## src/rtl/keypad_scanner_if.sv

```systemverilog
// Keypad scanner signal bundle: matrix rows/columns plus the debounced key outputs.
// master = scanner side, slave = keypad/consumer side.
interface keypad_scanner_if;
  logic [3:0] row_in;
  logic [3:0] col_out;
  logic [3:0] keyboard_data;
  logic       IsPressed;

  modport master (input row_in, output col_out, keyboard_data, IsPressed);
  modport slave  (output row_in, input col_out, keyboard_data, IsPressed);
endinterface

```

## src/rtl/keypad_scanner.sv

```systemverilog
// 4x4 active-low matrix keypad scanner with per-scan debounce of single-key presses and releases.
// Columns are driven one-cold; rows pass through a 2-flop synchronizer before sampling.
module keypad_scanner #(
  parameter int SCAN_DIV       = 12_000,
  parameter int DEBOUNCE_SCANS = 4
) (
  input logic              sys_clk,
  input logic              sys_rst_n,
  keypad_scanner_if.master kp
);

  localparam int SLOT_W = (SCAN_DIV > 1) ? $clog2(SCAN_DIV) : 1;
  localparam int CNT_W  = $clog2(DEBOUNCE_SCANS + 1);
  localparam logic [SLOT_W-1:0] SLOT_LAST = SLOT_W'(SCAN_DIV - 1);
  localparam logic [CNT_W-1:0]  CNT_MAX   = CNT_W'(DEBOUNCE_SCANS);

  typedef enum logic [1:0] {IDLE, PRESS_DEB, PRESSED, RELEASE_DEB} state_t;

  logic [SLOT_W-1:0] slot_cnt;
  logic [1:0]        col_idx;
  logic [3:0]        col_q;
  logic [3:0]        row_p0, row_p1;
  logic [11:0]       scan_bits;
  logic [15:0]       closed;
  logic [1:0]        n_keys;
  logic [3:0]        key_pos;
  logic              slot_end, scan_end, one_key, no_key;

  state_t            state_q, state_n;
  logic [CNT_W-1:0]  cnt_q, cnt_n;
  logic [3:0]        cand_q, cand_n;
  logic [3:0]        key_q, key_n;
  logic              pressed_q, pressed_n;

  function automatic logic [CNT_W-1:0] sat_inc(input logic [CNT_W-1:0] v);
    return (v >= CNT_MAX) ? CNT_MAX : v + CNT_W'(1);
  endfunction

  // pos = {column, row}
  function automatic logic [3:0] key_code(input logic [3:0] pos);
    case (pos)
      4'b00_00: key_code = 4'h1;  4'b00_01: key_code = 4'h4;
      4'b00_10: key_code = 4'h7;  4'b00_11: key_code = 4'hE;
      4'b01_00: key_code = 4'h2;  4'b01_01: key_code = 4'h5;
      4'b01_10: key_code = 4'h8;  4'b01_11: key_code = 4'h0;
      4'b10_00: key_code = 4'h3;  4'b10_01: key_code = 4'h6;
      4'b10_10: key_code = 4'h9;  4'b10_11: key_code = 4'hF;
      4'b11_00: key_code = 4'hA;  4'b11_01: key_code = 4'hB;
      4'b11_10: key_code = 4'hC;  default:  key_code = 4'hD;
    endcase
  endfunction

  assign slot_end = (slot_cnt == SLOT_LAST);
  assign scan_end = slot_end && (col_idx == 2'd3);
  // Column 3 is judged from the live synchronizer output on the scan-ending edge.
  assign closed   = {~row_p1, scan_bits};

  // Stage p0/p1: row synchronizer; column slot timing and per-column capture
  always_ff @(posedge sys_clk or negedge sys_rst_n) begin
    if (!sys_rst_n) begin
      slot_cnt  <= '0;
      col_idx   <= 2'd0;
      col_q     <= 4'b1110;
      row_p0    <= 4'hF;
      row_p1    <= 4'hF;
      scan_bits <= '0;
    end else begin
      row_p0 <= kp.row_in;
      row_p1 <= row_p0;
      if (slot_end) begin
        slot_cnt <= '0;
        col_idx  <= col_idx + 2'd1;
        col_q    <= {col_q[2:0], col_q[3]};
        case (col_idx)
          2'd0:    scan_bits[3:0]  <= ~row_p1;
          2'd1:    scan_bits[7:4]  <= ~row_p1;
          2'd2:    scan_bits[11:8] <= ~row_p1;
          default: ;
        endcase
      end else begin
        slot_cnt <= slot_cnt + SLOT_W'(1);
      end
    end
  end

  always_comb begin
    n_keys  = 2'd0;
    key_pos = 4'd0;
    for (int i = 0; i < 16; i++) begin
      if (closed[i]) begin
        key_pos = 4'(i);
        if (n_keys != 2'd2) n_keys = n_keys + 2'd1;
      end
    end
  end

  assign one_key = (n_keys == 2'd1);
  assign no_key  = (n_keys == 2'd0);

  // Stage p2: debounce FSM, evaluated once per full scan
  always_ff @(posedge sys_clk or negedge sys_rst_n) begin
    if (!sys_rst_n) begin
      state_q   <= IDLE;
      cnt_q     <= '0;
      cand_q    <= 4'h0;
      key_q     <= 4'h0;
      pressed_q <= 1'b0;
    end else begin
      state_q   <= state_n;
      cnt_q     <= cnt_n;
      cand_q    <= cand_n;
      key_q     <= key_n;
      pressed_q <= pressed_n;
    end
  end

  always_comb begin
    state_n   = state_q;
    cnt_n     = cnt_q;
    cand_n    = cand_q;
    key_n     = key_q;
    pressed_n = pressed_q;
    if (scan_end) begin
      case (state_q)
        IDLE: begin
          if (one_key) begin
            cand_n = key_code(key_pos);
            cnt_n  = CNT_W'(1);
            if (DEBOUNCE_SCANS == 1) begin
              state_n   = PRESSED;
              key_n     = key_code(key_pos);
              pressed_n = 1'b1;
              cnt_n     = '0;
            end else begin
              state_n = PRESS_DEB;
            end
          end
        end
        PRESS_DEB: begin
          if (one_key && key_code(key_pos) == cand_q) begin
            cnt_n = sat_inc(cnt_q);
            if (sat_inc(cnt_q) >= CNT_MAX) begin
              state_n   = PRESSED;
              key_n     = cand_q;
              pressed_n = 1'b1;
              cnt_n     = '0;
            end
          end else if (one_key) begin
            cand_n = key_code(key_pos);
            cnt_n  = CNT_W'(1);
          end else begin
            state_n = IDLE;
            cnt_n   = '0;
          end
        end
        PRESSED: begin
          if (no_key) begin
            if (DEBOUNCE_SCANS == 1) begin
              state_n   = IDLE;
              pressed_n = 1'b0;
              cnt_n     = '0;
            end else begin
              state_n = RELEASE_DEB;
              cnt_n   = CNT_W'(1);
            end
          end
        end
        RELEASE_DEB: begin
          if (no_key) begin
            cnt_n = sat_inc(cnt_q);
            if (sat_inc(cnt_q) >= CNT_MAX) begin
              state_n   = IDLE;
              pressed_n = 1'b0;
              cnt_n     = '0;
            end
          end else begin
            state_n = PRESSED;
            cnt_n   = '0;
          end
        end
        default: state_n = IDLE;
      endcase
    end
  end

  assign kp.col_out       = col_q;
  assign kp.keyboard_data = key_q;
  assign kp.IsPressed     = pressed_q;

endmodule
```

## src/flat_wrapper.sv

```systemverilog
// flat-port wrapper written by rule: the top's interface ports become plain ports
module keypad_scanner_flat 
#(
  parameter int SCAN_DIV       = 12_000,
  parameter int DEBOUNCE_SCANS = 4
)
  (sys_clk, sys_rst_n, kp_row_in, kp_col_out, kp_keyboard_data, kp_IsPressed);
  keypad_scanner_if kp_i ();
  input logic sys_clk;
  input logic sys_rst_n;
  input wire logic [$bits(kp_i.row_in)-1:0] kp_row_in;
  output wire logic [$bits(kp_i.col_out)-1:0] kp_col_out;
  output wire logic [$bits(kp_i.keyboard_data)-1:0] kp_keyboard_data;
  output wire logic [$bits(kp_i.IsPressed)-1:0] kp_IsPressed;
  assign kp_i.row_in = kp_row_in;
  assign kp_col_out = kp_i.col_out;
  assign kp_keyboard_data = kp_i.keyboard_data;
  assign kp_IsPressed = kp_i.IsPressed;
  keypad_scanner #(.SCAN_DIV(SCAN_DIV), .DEBOUNCE_SCANS(DEBOUNCE_SCANS)) u_core (.sys_clk(sys_clk), .sys_rst_n(sys_rst_n), .kp(kp_i));
endmodule
```

## config.mk

```make
export PLATFORM = sky130hd
export DESIGN_NAME = keypad_scanner_flat
export DESIGN_NICKNAME = d
export VERILOG_FILES = /design/src/rtl/keypad_scanner_if.sv /design/src/rtl/keypad_scanner.sv /design/src/flat_wrapper.sv
export SDC_FILE = /design/constraint.sdc
export NUM_CORES = 1
export LEC_CHECK = 0
export BUFFER_PORTS_ARGS = -buffer_cell sky130_fd_sc_hd__buf_4
export CORE_AREA = 2 2 99 101
export CTS_CLUSTER_DIAMETER = 150
export DETAILED_ROUTE_END_ITERATION = 6
export DIE_AREA = 0 0 101 103
export PLACE_DENSITY = 0.67
export RECOVER_POWER = 100
export SYNTH_ARGS = -nofsm -noshare
export SYNTH_HDL_FRONTEND = slang
export SYNTH_SLANG_ARGS = --single-unit
```

## constraint.sdc

```tcl
create_clock -name sys_clk -period 5.8 [get_ports sys_clk]
set_input_delay 1.16 -clock sys_clk [delete_from_list [all_inputs] [get_ports sys_clk]]
set_output_delay 1.16 -clock sys_clk [all_outputs]
set_load 0.005 [all_outputs]
```

==> results.py, run 1 <==
metrics = {
    "synthesis": {
        "syn-cell-area_um2": 4520,
        "synth_area_per_cell_um2": 8.68,
        "syn_inst": 521,
        "async_reset_ff_share_pct": 100,
        "ys.flop_type": "dfrtp_1",
        "yosys_register_bits": 54,
        "yosys_warnings": 0,
        "synth-edff-count": 0,
        "synth_nets": 540,
        "synth.distinct_cells": 96,
        "synth-seq-area-share_pct": 30.2,
    },
    "critical_path": {
        "ff2ff_path_depth": 27,
        "slowest_stage": "or4b_4",
        "rr_endpoint": "u_core.cand_q[3]",
        "timing.reg2reg.setup_slack_ps": -280,
        "required_ps": 5990,
        "critPathCaptureType": "flop",
        "critPathBufInv": 4,
        "start_kind": "flop",
        "crit_type": "flop to flop",
        "critPathArrivalTime_ps": 6280,
        "cpPeakStageDelay_ps": 550,
        "critPathMostFrequentCell": "buf_4",
        "worstPathMaxFanout": 4,
        "timing.rr.start": "u_core.scan_bits[0]",
        "cpLargestDelayFamily": "compound AO/OA/AOI/OAI gates",
    },
    "global_routing": {
        "grt_antenna_before_repair": 0,
        "grt_first_pass_wirelength_um": 19500,
        "grt_pass1_vias": 4244,
        "grt_max_degree": 55,
        "overflow": 0,
        "track_usage_pct": 22.7,
    },
    "power": {
        "seqPwrFrac_pct": 56.9,
        "peakVddDrop_v": 0.000203,
        "p_int_mw": 0.513,
        "switching_power_mw": 0.168,
        "p_leak_nw": 2.51,
        "total_power_mw": 0.680,
        "p_comb_share_pct": 10.4,
        "powerDensity_nw_per_um2": 113,
        "pwr-share-clk_pct": 32.7,
        "switching_share_pct": 24.6,
    },
    "clocking": {
        "clk-insertion-delay-late_ps": 300,
        "clockBufferDepth": 2,
        "cts_tree": "done",
        "cts.sinks": 54,
        "cts-root-buf": "clkbuf_8",
        "ctsHoldBuffers": 0,
        "cts_buffers": 5,
        "clkTransAtPathRegs_ps": 100,
        "cts_htree_levels": 2,
    },
    "detailed_routing": {
        "vias": 4441,
        "routedWlPerCell_um": 16.3,
        "drtPass1Iterations": 5,
        "remaining_drc_errors": 0,
        "drtIter0Drc": 170,
        "totalWireLength_um": 11900,
        "drtAntennaViolNets": 0,
        "vias_per_cell": 6.08,
    },
    "timing": {
        "maxSlewViolCount": 55,
        "holdWs_ps": 355,
        "setup_viol": 14,
        "maxSlewHeadroom_pct": -84.6,
        "layout_setup_ws_ps": -285,
        "finClkSkew_ps": 5.56,
        "fmaxAchievable_mhz": 164,
        "tightest_slew_ps": 2770,
        "period_share_pct": 105,
        "period_minus_slack_ps": 6080,
        "rsz0062_at_grt": "true",
        "final_hold_viol_count": 0,
    },
    "outcome": {
        "status": "complete, but fails checks",
        "violations": "capacitance limit, slew limit, setup timing",
    },
    "cells_and_area": {
        "final_cells": 730,
        "nets": 634,
        "area_delta_synth_final_pct": 32.8,
        "layout-drive-gt1-share_pct": 38.6,
        "antenna_cells": 0,
        "multiInputGateArea_um2": 3430,
        "ff_latch_area_um2": 1370,
        "post-route-util_pct": 63.5,
        "final_common_cell": "buf_4",
        "fill_cells": 752,
        "most-common-layout-cells": "buf_4, nor2_1, dfrtp_1, nand2_1, a21oi_1",
    },
    "die": {
        "core.rowCount": 36,
        "die_w_um": 101,
        "initial_utilization_pct": 47.8,
        "fp.dieH_um": 103,
        "design.core.area_um2": 9460,
        "io_pins": 15,
        "die-area_um2": 10400,
    },
    "placement": {
        "globalplace.congestion": 0.969,
        "dp_cells": 706,
        "dp_hpwl_um": 8380,
        "port_buffers": 14,
    },
    "flow_run": {
        "maxCapViolCount": 1,
    },
    "worst_hold_path": {
        "hold_class": "flop to flop",
        "hold_end": "u_core.row_p1[0]",
        "min_path_cells": 0,
        "worstHoldStart": "u_core.row_p0[0]",
    },
}
routing by layer:
metal	vias to the layer above	track usage, %	wire length (um)
li1	2155	-	-
met4	0	5.51	160
met1	2154	30.0	5290
met2	111	40.4	5920
met3	21	2.03	509
met5	-	0	0
layout make-up:
cell class / instances / area share, %
Multi-Input combinational cell: 419 / 57.1
Inverter: 17 / 1.06
Clock buffer: 6 / 1.37
Sequential cell: 54 / 22.7
Tap cell: 114 / 2.37
Timing Repair Buffer: 118 / 15.1
Clock inverter: 2 / 0.271
Yosys cell counts, types with 4 or more instances:
cell	count	share of area, %
a211oi_1	11	1.8
o31ai_1	5	0.83
a21oi_1	25	2.8
dfstp_2	11	6.4
a31o_2	4	0.77
xnor2_1	17	3.3
o21a_1	5	0.83
nor4_1	9	1.2
a22oi_1	5	0.83
buf_2	4	0.44
nand2_1	36	3.0
mux2_2	5	1.2
a31oi_1	11	1.5
a21o_1	7	1.2
mux2_1	4	1.0
nand4_1	7	0.97
o211ai_1	7	1.2
o32ai_1	6	1.2
ha_1	13	3.6
nand3_1	18	2.0
dfrtp_1	43	24
a2bb2oi_1	4	0.77
nor2b_1	6	0.83
inv_1	15	1.2
xor2_1	10	1.9
clkbuf_1	20	1.7
mux2_4	4	1.3
nor2_1	52	4.3
o21ai_0	22	2.4
and2_1	8	1.1
nor3_1	21	2.3
mux2i_1	7	1.5
repair_timing:
action / CTS / global route
buffers inserted: 9 / 7
setup endpoints to repair: 14 / 14
resized for setup: 35 / 39
pin swaps: 24 / 29
power groups by stage:
stage	logic (mW)	clock network [mW]	registers, mW
after global placement	0.0595	0	0.394
after CTS	0.0645	0.229	0.387
after floorplan	0.0377	0	0.389
after detailed placement	0.0618	0	0.394
final	0.0706	0.223	0.387
after global routing	0.0774	0.242	0.388
sequential cells by signal (all words and copies together), names as in the netlist:
name / cells
u_core.slot_cnt: 14
u_core.scan_bits: 12
u_core.cand_q: 4
u_core.kp.col_out: 4
u_core.kp.keyboard_data: 4
u_core.row_p0: 4
u_core.row_p1: 4
u_core.cnt_q: 3
u_core.col_idx: 2
u_core.state_q: 2
u_core.kp.IsPressed: 1
cells by family (layout without fill, tap and decap cells):
kind of cell    count (synthesis)  after routing  synth area share (%)
simple gates                  193            193                  22.9
compound gates                165            165                  28.0
flops                          54             54                  30.2
buf+inv                        48            143                  4.67
xor+xnor                       28             28                  5.59
mux                            20             20                  5.12
fa+ha+maj                      13             13                  3.60
worst max-delay path by stage:
stage                                    from                to  slack (ps)  cells past startpoint
after global placement    u_core.scan_bits[0]  u_core.cand_q[1]        -220                     26
after floorplan           u_core.scan_bits[1]  u_core.cand_q[0]         -90                     26
after global routing      u_core.scan_bits[1]  u_core.cand_q[1]        -540                     29
final                     u_core.scan_bits[0]  u_core.cand_q[3]        -280                     27
after CTS                 u_core.scan_bits[1]  u_core.cand_q[3]         -90                     27
after detailed placement  u_core.scan_bits[0]  u_core.cand_q[0]        -320                     26
through the flow:
stage / setup TNS [ps] / cell area (um^2) / setup slack, ps
floorplan: -642 / 4640 / -86.4
global placement: -2400 / 5400 / -222
detailed placement: -3820 / 5400 / -320
CTS: -782 / 5740 / -92.2
global route: -7030 / 6010 / -536
finish: -3370 / 6010 / -285
(Power assumes the default switching activity.)
==> run 2, diff against run 1 <==
- ABC_AREA: default -> 1
- CAP_MARGIN: default -> 20
- CORE_AREA: 2 2 99 101 -> 2 2 93 95
- DIE_AREA: 0 0 101 103 -> 0 0 95 97
- PLACE_DENSITY: 0.67 -> 0.65
- clock period: 5.8 -> 5.6 ns (I/O delays scaled with it)
==> results.py, run 2 <==
metrics = {
    "outcome": {
        "status": "complete, but fails checks",
        "violations": "capacitance limit, slew limit",
    },
    "placement": {
        "globalplace.congestion": 0.863,
        "placed_area_um2": 4170,
        "dp_hpwl_um": 6080,
        "port_buffers": 14,
    },
    "synthesis": {
        "yosys_register_bits": 54,
        "yosys.area.top_type": "dfrtp_1",
        "synth_nets": 624,
        "ys.flop_type": "dfrtp_1",
        "syn-cell-area_um2": 4000,
        "syn_inst": 605,
        "yosys-top-cells-count": "nand2_1, inv_1, nand3_1",
        "synth_area_per_cell_um2": 6.61,
        "async_reset_ff_share_pct": 100,
        "synth.distinct_cells": 38,
        "yosys_warnings": 0,
        "synth.top_cell.area_share_pct": 26.9,
        "synth_area_leaders": "dfrtp_1, nand2_1, nand3_1",
        "synth-edff-count": 0,
        "synth_most_common_cell": "nand2_1",
        "synth-seq-area-share_pct": 34.2,
    },
    "timing": {
        "period_share_pct": 95.4,
        "rsz0062_at_grt": "true",
        "maxSlewHeadroom_pct": -85.9,
        "setup_viol": 0,
        "maxSlewViolCount": 55,
        "final_hold_viol_count": 0,
        "period_minus_slack_ps": 5340,
        "fmaxAchievable_mhz": 187,
        "holdWs_ps": 352,
        "finClkSkew_ps": 10.4,
        "tightest_slew_ps": 2790,
    },
    "critical_path": {
        "start_kind": "flop",
        "critPathCaptureType": "flop",
        "ff2ff_path_depth": 42,
        "critPathArrivalTime_ps": 5550,
        "timing.reg2reg.setup_slack_ps": 260,
        "crit_start": "u_core.scan_bits[0]",
        "crit_end": "u_core.kp.keyboard_data[0]",
        "required_ps": 5810,
        "slowest_stage": "dfrtp_1",
        "timing.rr.start": "u_core.scan_bits[0]",
        "critPathMostFrequentCell": "nand2_2",
        "cpPeakStageDelay_ps": 420,
        "worstPathMaxFanout": 9,
        "rr_endpoint": "u_core.kp.keyboard_data[0]",
        "crit_type": "flop to flop",
    },
    "power": {
        "p_leak_nw": 2.37,
        "switching_share_pct": 26.0,
        "switching_power_mw": 0.180,
        "pwr-share-clk_pct": 31.6,
        "seqPwrFrac_pct": 57.7,
        "powerDensity_nw_per_um2": 144,
        "peakVddDrop_v": 0.000152,
        "p_int_mw": 0.513,
        "p_comb_share_pct": 10.7,
        "total_power_mw": 0.693,
    },
    "cells_and_area": {
        "design_area_um2": 4810,
        "regMostFlops": "u_core.slot_cnt",
        "area_delta_synth_final_pct": 20.4,
        "post-route-util_pct": 59.2,
        "final_common_cell": "nand2_1",
        "most-common-layout-cells": "nand2_1, inv_1, nand2_2, nor2_1, nand3_1",
        "layout-drive-gt1-share_pct": 28.7,
        "nets": 645,
        "reg_top3": "u_core.slot_cnt (14), u_core.scan_bits (12)",
        "antenna_cells": 0,
        "largest_register_ffs": 14,
    },
    "die": {
        "initial_utilization_pct": 49.1,
        "die_w_um": 95,
        "io_pins": 15,
        "core.rowCount": 33,
        "design.core.area_um2": 8130,
        "fp.dieH_um": 97,
        "die-area_um2": 9220,
    },
    "detailed_routing": {
        "routedWlPerCell_um": 12.1,
        "wl_met3_um": 204,
        "drtPass1Iterations": 4,
        "m1WireLength_um": 4110,
        "remaining_drc_errors": 0,
        "totalWireLength_um": 8890,
        "drtAntennaViolNets": 0,
        "vias_per_cell": 5.10,
        "wl_met2_um": 4460,
        "vias": 3732,
        "drtIter0Drc": 121,
        "maxUsedRoutingLayer": "met4",
    },
    "global_routing": {
        "track_usage_pct": 18.9,
        "grt_antenna_before_repair": 0,
        "grt_max_degree": 55,
        "grt_first_pass_wirelength_um": 14700,
        "grt_pass1_vias": 3556,
        "overflow": 0,
    },
    "worst_hold_path": {
        "hold_class": "flop to flop",
    },
    "clocking": {
        "cts_tree": "done",
        "clockBufferDepth": 2,
        "cts-root-buf": "clkbuf_8",
        "cts_htree_levels": 2,
        "clk-insertion-delay-late_ps": 310,
        "cts_buffers": 5,
        "clkTransAtPathRegs_ps": 100,
        "cts.sinks": 54,
    },
    "flow_run": {
        "maxCapViolCount": 1,
    },
}
[run 2: worst min path at each step]
stage / cells past startpoint / from / slack [ps] / to
6_report: 0 / u_core.row_p0[0] / 350 / u_core.row_p1[0]
5_1_grt: 0 / u_core.row_p0[0] / 360 / u_core.row_p1[0]
4_1_cts: 0 / u_core.row_p0[2] / 360 / u_core.row_p1[2]
3_5_place_dp: 0 / u_core.row_p0[2] / 350 / u_core.row_p1[2]
3_3_place_gp: 0 / u_core.row_p0[0] / 350 / u_core.row_p1[0]
2_1_floorplan: 0 / u_core.row_p0[0] / 350 / u_core.row_p1[0]
[run 2: critical path: cells and delay by family (launching register included)]
family,cells,cell delay (ps)
simple gates,31,3120
flops,1,420
fa+ha+maj,3,710
buf+inv,4,420
compound gates,4,560
[run 2: power groups by stage]
| stage | Combinational [mW] | Sequential [mW] | Clock [mW] |
|---|---|---|---|
| after floorplan | 0.0361 | 0.404 | 0 |
| after global placement | 0.0479 | 0.407 | 0 |
| after detailed placement | 0.0492 | 0.407 | 0 |
| after CTS | 0.0504 | 0.400 | 0.227 |
| after global routing | 0.0818 | 0.401 | 0.243 |
| final | 0.0739 | 0.400 | 0.219 |
[run 2: cells by family (layout without fill, tap and decap cells)]
family	after synthesis	count (layout)	share of synthesized area (%)
buffers and inverters	97	119	9.55
flip-flops	54	54	34.2
AO/OA/AOI/OAI	64	64	9.14
adder cells (fa/ha/maj)	13	13	4.07
XOR/XNOR	8	8	1.75
AND/OR/NAND/NOR	369	369	41.3
[run 2: per-layer routing]
| metal | up-vias | track usage, % |
|---|---|---|
| met1 | 1722 | 24.8 |
| met4 | 0 | 4.57 |
| met2 | 44 | 32.9 |
| li1 | 1957 | - |
| met3 | 9 | 2.41 |
| met5 | - | 0 |
[run 2: layout make-up]
| class | instances | area [um^2] |
|---|---|---|
| fill | 755 | 3320 |
| multi-input combinational | 454 | 2710 |
| sequential | 54 | 1370 |
| inverter | 84 | 315 |
| timing repair buffer | 27 | 203 |
| tap | 105 | 131 |
| clock buffer | 6 | 72.6 |
| clock inverter | 2 | 13.8 |
[run 2: timing repair]
| item | in CTS | in global routing |
|---|---|---|
| buffers inserted | 0 | 13 |
| pin swaps | 1 | 58 |
| hold buffers | 0 | 0 |
| setup endpoints to repair | 12 | 14 |
| gates resized for setup | 2 | 122 |
[run 2: metrics by stage]
stage | setup TNS (ps) | instances | setup WS (ps)
3_3_place_gp | 0 | 711 | 187
4_1_cts | 0 | 719 | 5.71
6_report | 0 | 732 | 260
3_5_place_dp | 0 | 711 | 19.7
5_1_grt | -1020 | 732 | -120
2_1_floorplan | 0 | 605 | 762
==> run 3, diff against run 2 <==
- CORE_AREA: 2 2 93 95 -> 2 2 80 82
- DIE_AREA: 0 0 95 97 -> 0 0 82 84
- PLACE_DENSITY: 0.65 -> 0.85
- clock period: 5.6 -> 6.4 ns (I/O delays scaled with it)
==> results.py, run 3 (synthesized netlist as in run 2, its figures left out) <==
metrics = {
    "flow_run": {
        "maxCapViolCount": 1,
    },
    "critical_path": {
        "crit_end": "u_core.kp.keyboard_data[0]",
        "cpPeakStageDelay_ps": 400,
        "critPathMostFrequentCell": "nand2_1",
        "timing.reg2reg.setup_slack_ps": 770,
        "timing.rr.start": "u_core.scan_bits[0]",
        "slowest_stage": "dfrtp_1",
        "crit_start": "u_core.scan_bits[0]",
        "critPathArrivalTime_ps": 5830,
        "rr_endpoint": "u_core.kp.keyboard_data[0]",
        "critPathCaptureType": "flop",
        "required_ps": 6600,
        "worstPathMaxFanout": 9,
        "crit_type": "flop to flop",
        "ff2ff_path_depth": 41,
        "start_kind": "flop",
    },
    "placement": {
        "port_buffers": 14,
        "globalplace.congestion": 0.899,
        "dp_cells": 683,
        "dp_hpwl_um": 5950,
        "placed_area_um2": 4130,
    },
    "timing": {
        "tightest_slew_ps": 2730,
        "period_minus_slack_ps": 5630,
        "fmaxAchievable_mhz": 178,
        "maxSlewHeadroom_pct": -82.2,
        "rsz0062_at_grt": "false",
        "tns_ps": 0,
        "setup_viol": 0,
        "finClkSkew_ps": 3.79,
        "maxSlewViolCount": 55,
        "period_share_pct": 88.0,
        "holdWs_ps": 360,
        "final_hold_viol_count": 0,
    },
    "die": {
        "design.core.area_um2": 6100,
        "io_pins": 15,
        "initial_utilization_pct": 65.6,
        "core.rowCount": 29,
        "die_w_um": 82,
        "fp.dieH_um": 84,
        "die-area_um2": 6890,
    },
    "cells_and_area": {
        "ff_latch_area_um2": 1370,
        "design_area_um2": 4190,
        "nets": 632,
        "fill_cells": 500,
        "final_common_cell": "nand2_1",
        "layout-drive-gt1-share_pct": 11.6,
        "reg_top3": "u_core.slot_cnt (14), u_core.scan_bits (12)",
        "largest_register_ffs": 14,
        "antenna_cells": 0,
        "regMostFlops": "u_core.slot_cnt",
        "multiInputGateArea_um2": 2220,
        "final_cells": 691,
        "most-common-layout-cells": "nand2_1, inv_1, nand3_1, nor2_1, dfrtp_1",
        "area_delta_synth_final_pct": 4.82,
    },
    "global_routing": {
        "grt_antenna_before_repair": 0,
        "track_usage_pct": 24.7,
        "grt_max_degree": 55,
        "grt_first_pass_wirelength_um": 13900,
        "overflow": 0,
        "grt_pass1_vias": 3408,
    },
    "clocking": {
        "clk-insertion-delay-late_ps": 310,
        "cts.sinks": 54,
        "cts_tree": "done",
        "cts-root-buf": "clkbuf_8",
        "ctsHoldBuffers": 0,
        "post_cts_buffers": 0,
        "cts_resized": 0,
        "clockBufferDepth": 2,
        "clkTransAtPathRegs_ps": 90,
        "cts_htree_levels": 2,
        "cts_buffers": 5,
    },
    "detailed_routing": {
        "drtIter0Drc": 220,
        "routedWlPerCell_um": 11.3,
        "remaining_drc_errors": 0,
        "drtAntennaViolNets": 0,
        "vias_per_cell": 5.35,
        "vias": 3697,
        "totalWireLength_um": 7790,
        "drtPass1Iterations": 5,
    },
    "power": {
        "p_leak_nw": 2.20,
        "powerDensity_nw_per_um2": 138,
        "peakVddDrop_v": 0.000121,
    },
    "outcome": {
        "status": "complete, but fails checks",
        "violations": "capacitance limit, slew limit",
    },
    "worst_hold_path": {
        "worstHoldStart": "u_core.row_p0[3]",
        "hold_class": "flop to flop",
    },
}
run 3: worst min path at each step:
stage	to	slack [ps]	cells past startpoint
global placement	u_core.row_p1[3]	350	0
floorplan	u_core.row_p1[0]	350	0
finish	u_core.row_p1[3]	360	0
global route	u_core.row_p1[3]	370	0
CTS	u_core.row_p1[3]	360	0
detailed placement	u_core.row_p1[3]	350	0
run 3: final cells by class:
class | count | share of cell area [%]
repair buffers | 14 | 2.42
clock buffers | 6 | 1.73
multi-input cells | 454 | 53.1
well taps | 77 | 2.30
inverters | 84 | 7.53
flip-flops and latches | 54 | 32.6
clock inverters | 2 | 0.329
run 3: metrics by stage:
step	worst slack, ps	util (%)	total power [mW]
finish	769	68.7	0.578
global route	111	68.7	0.599
CTS	863	69.2	0.586
detailed placement	940	67.8	0.399
global placement	1120	67.8	0.397
floorplan	1560	-	0.385
run 3: metal layers:
layer  track usage [%]  part of all wire [%]  routed length [um]
met5                 0                     0                   0
met4              7.12                   1.2                  91
met3              3.03                   3.1                 239
met2              42.9                    49                3850
met1              31.6                    46                3610
run 3: report_power, final:
part | leakage, nW | internal [mW] | total, mW | switching [mW]
Combinational | 1.45 | 0.0128 | 0.0408 | 0.0279
Sequential | 0.702 | 0.346 | 0.350 | 0.00383
Clock | 0.0452 | 0.0775 | 0.187 | 0.110
Total | 2.20 | 0.436 | 0.578 | 0.142
run 3: critical path, delay by kind of cell, from the launching register on:
kind / cells / cell delay [ps]
AOI/OAI and AO/OA: 4 / 680
adders and majority gates: 3 / 850
buffers and inverters: 3 / 260
DFF: 1 / 400
and+or+nand+nor: 31 / 3300
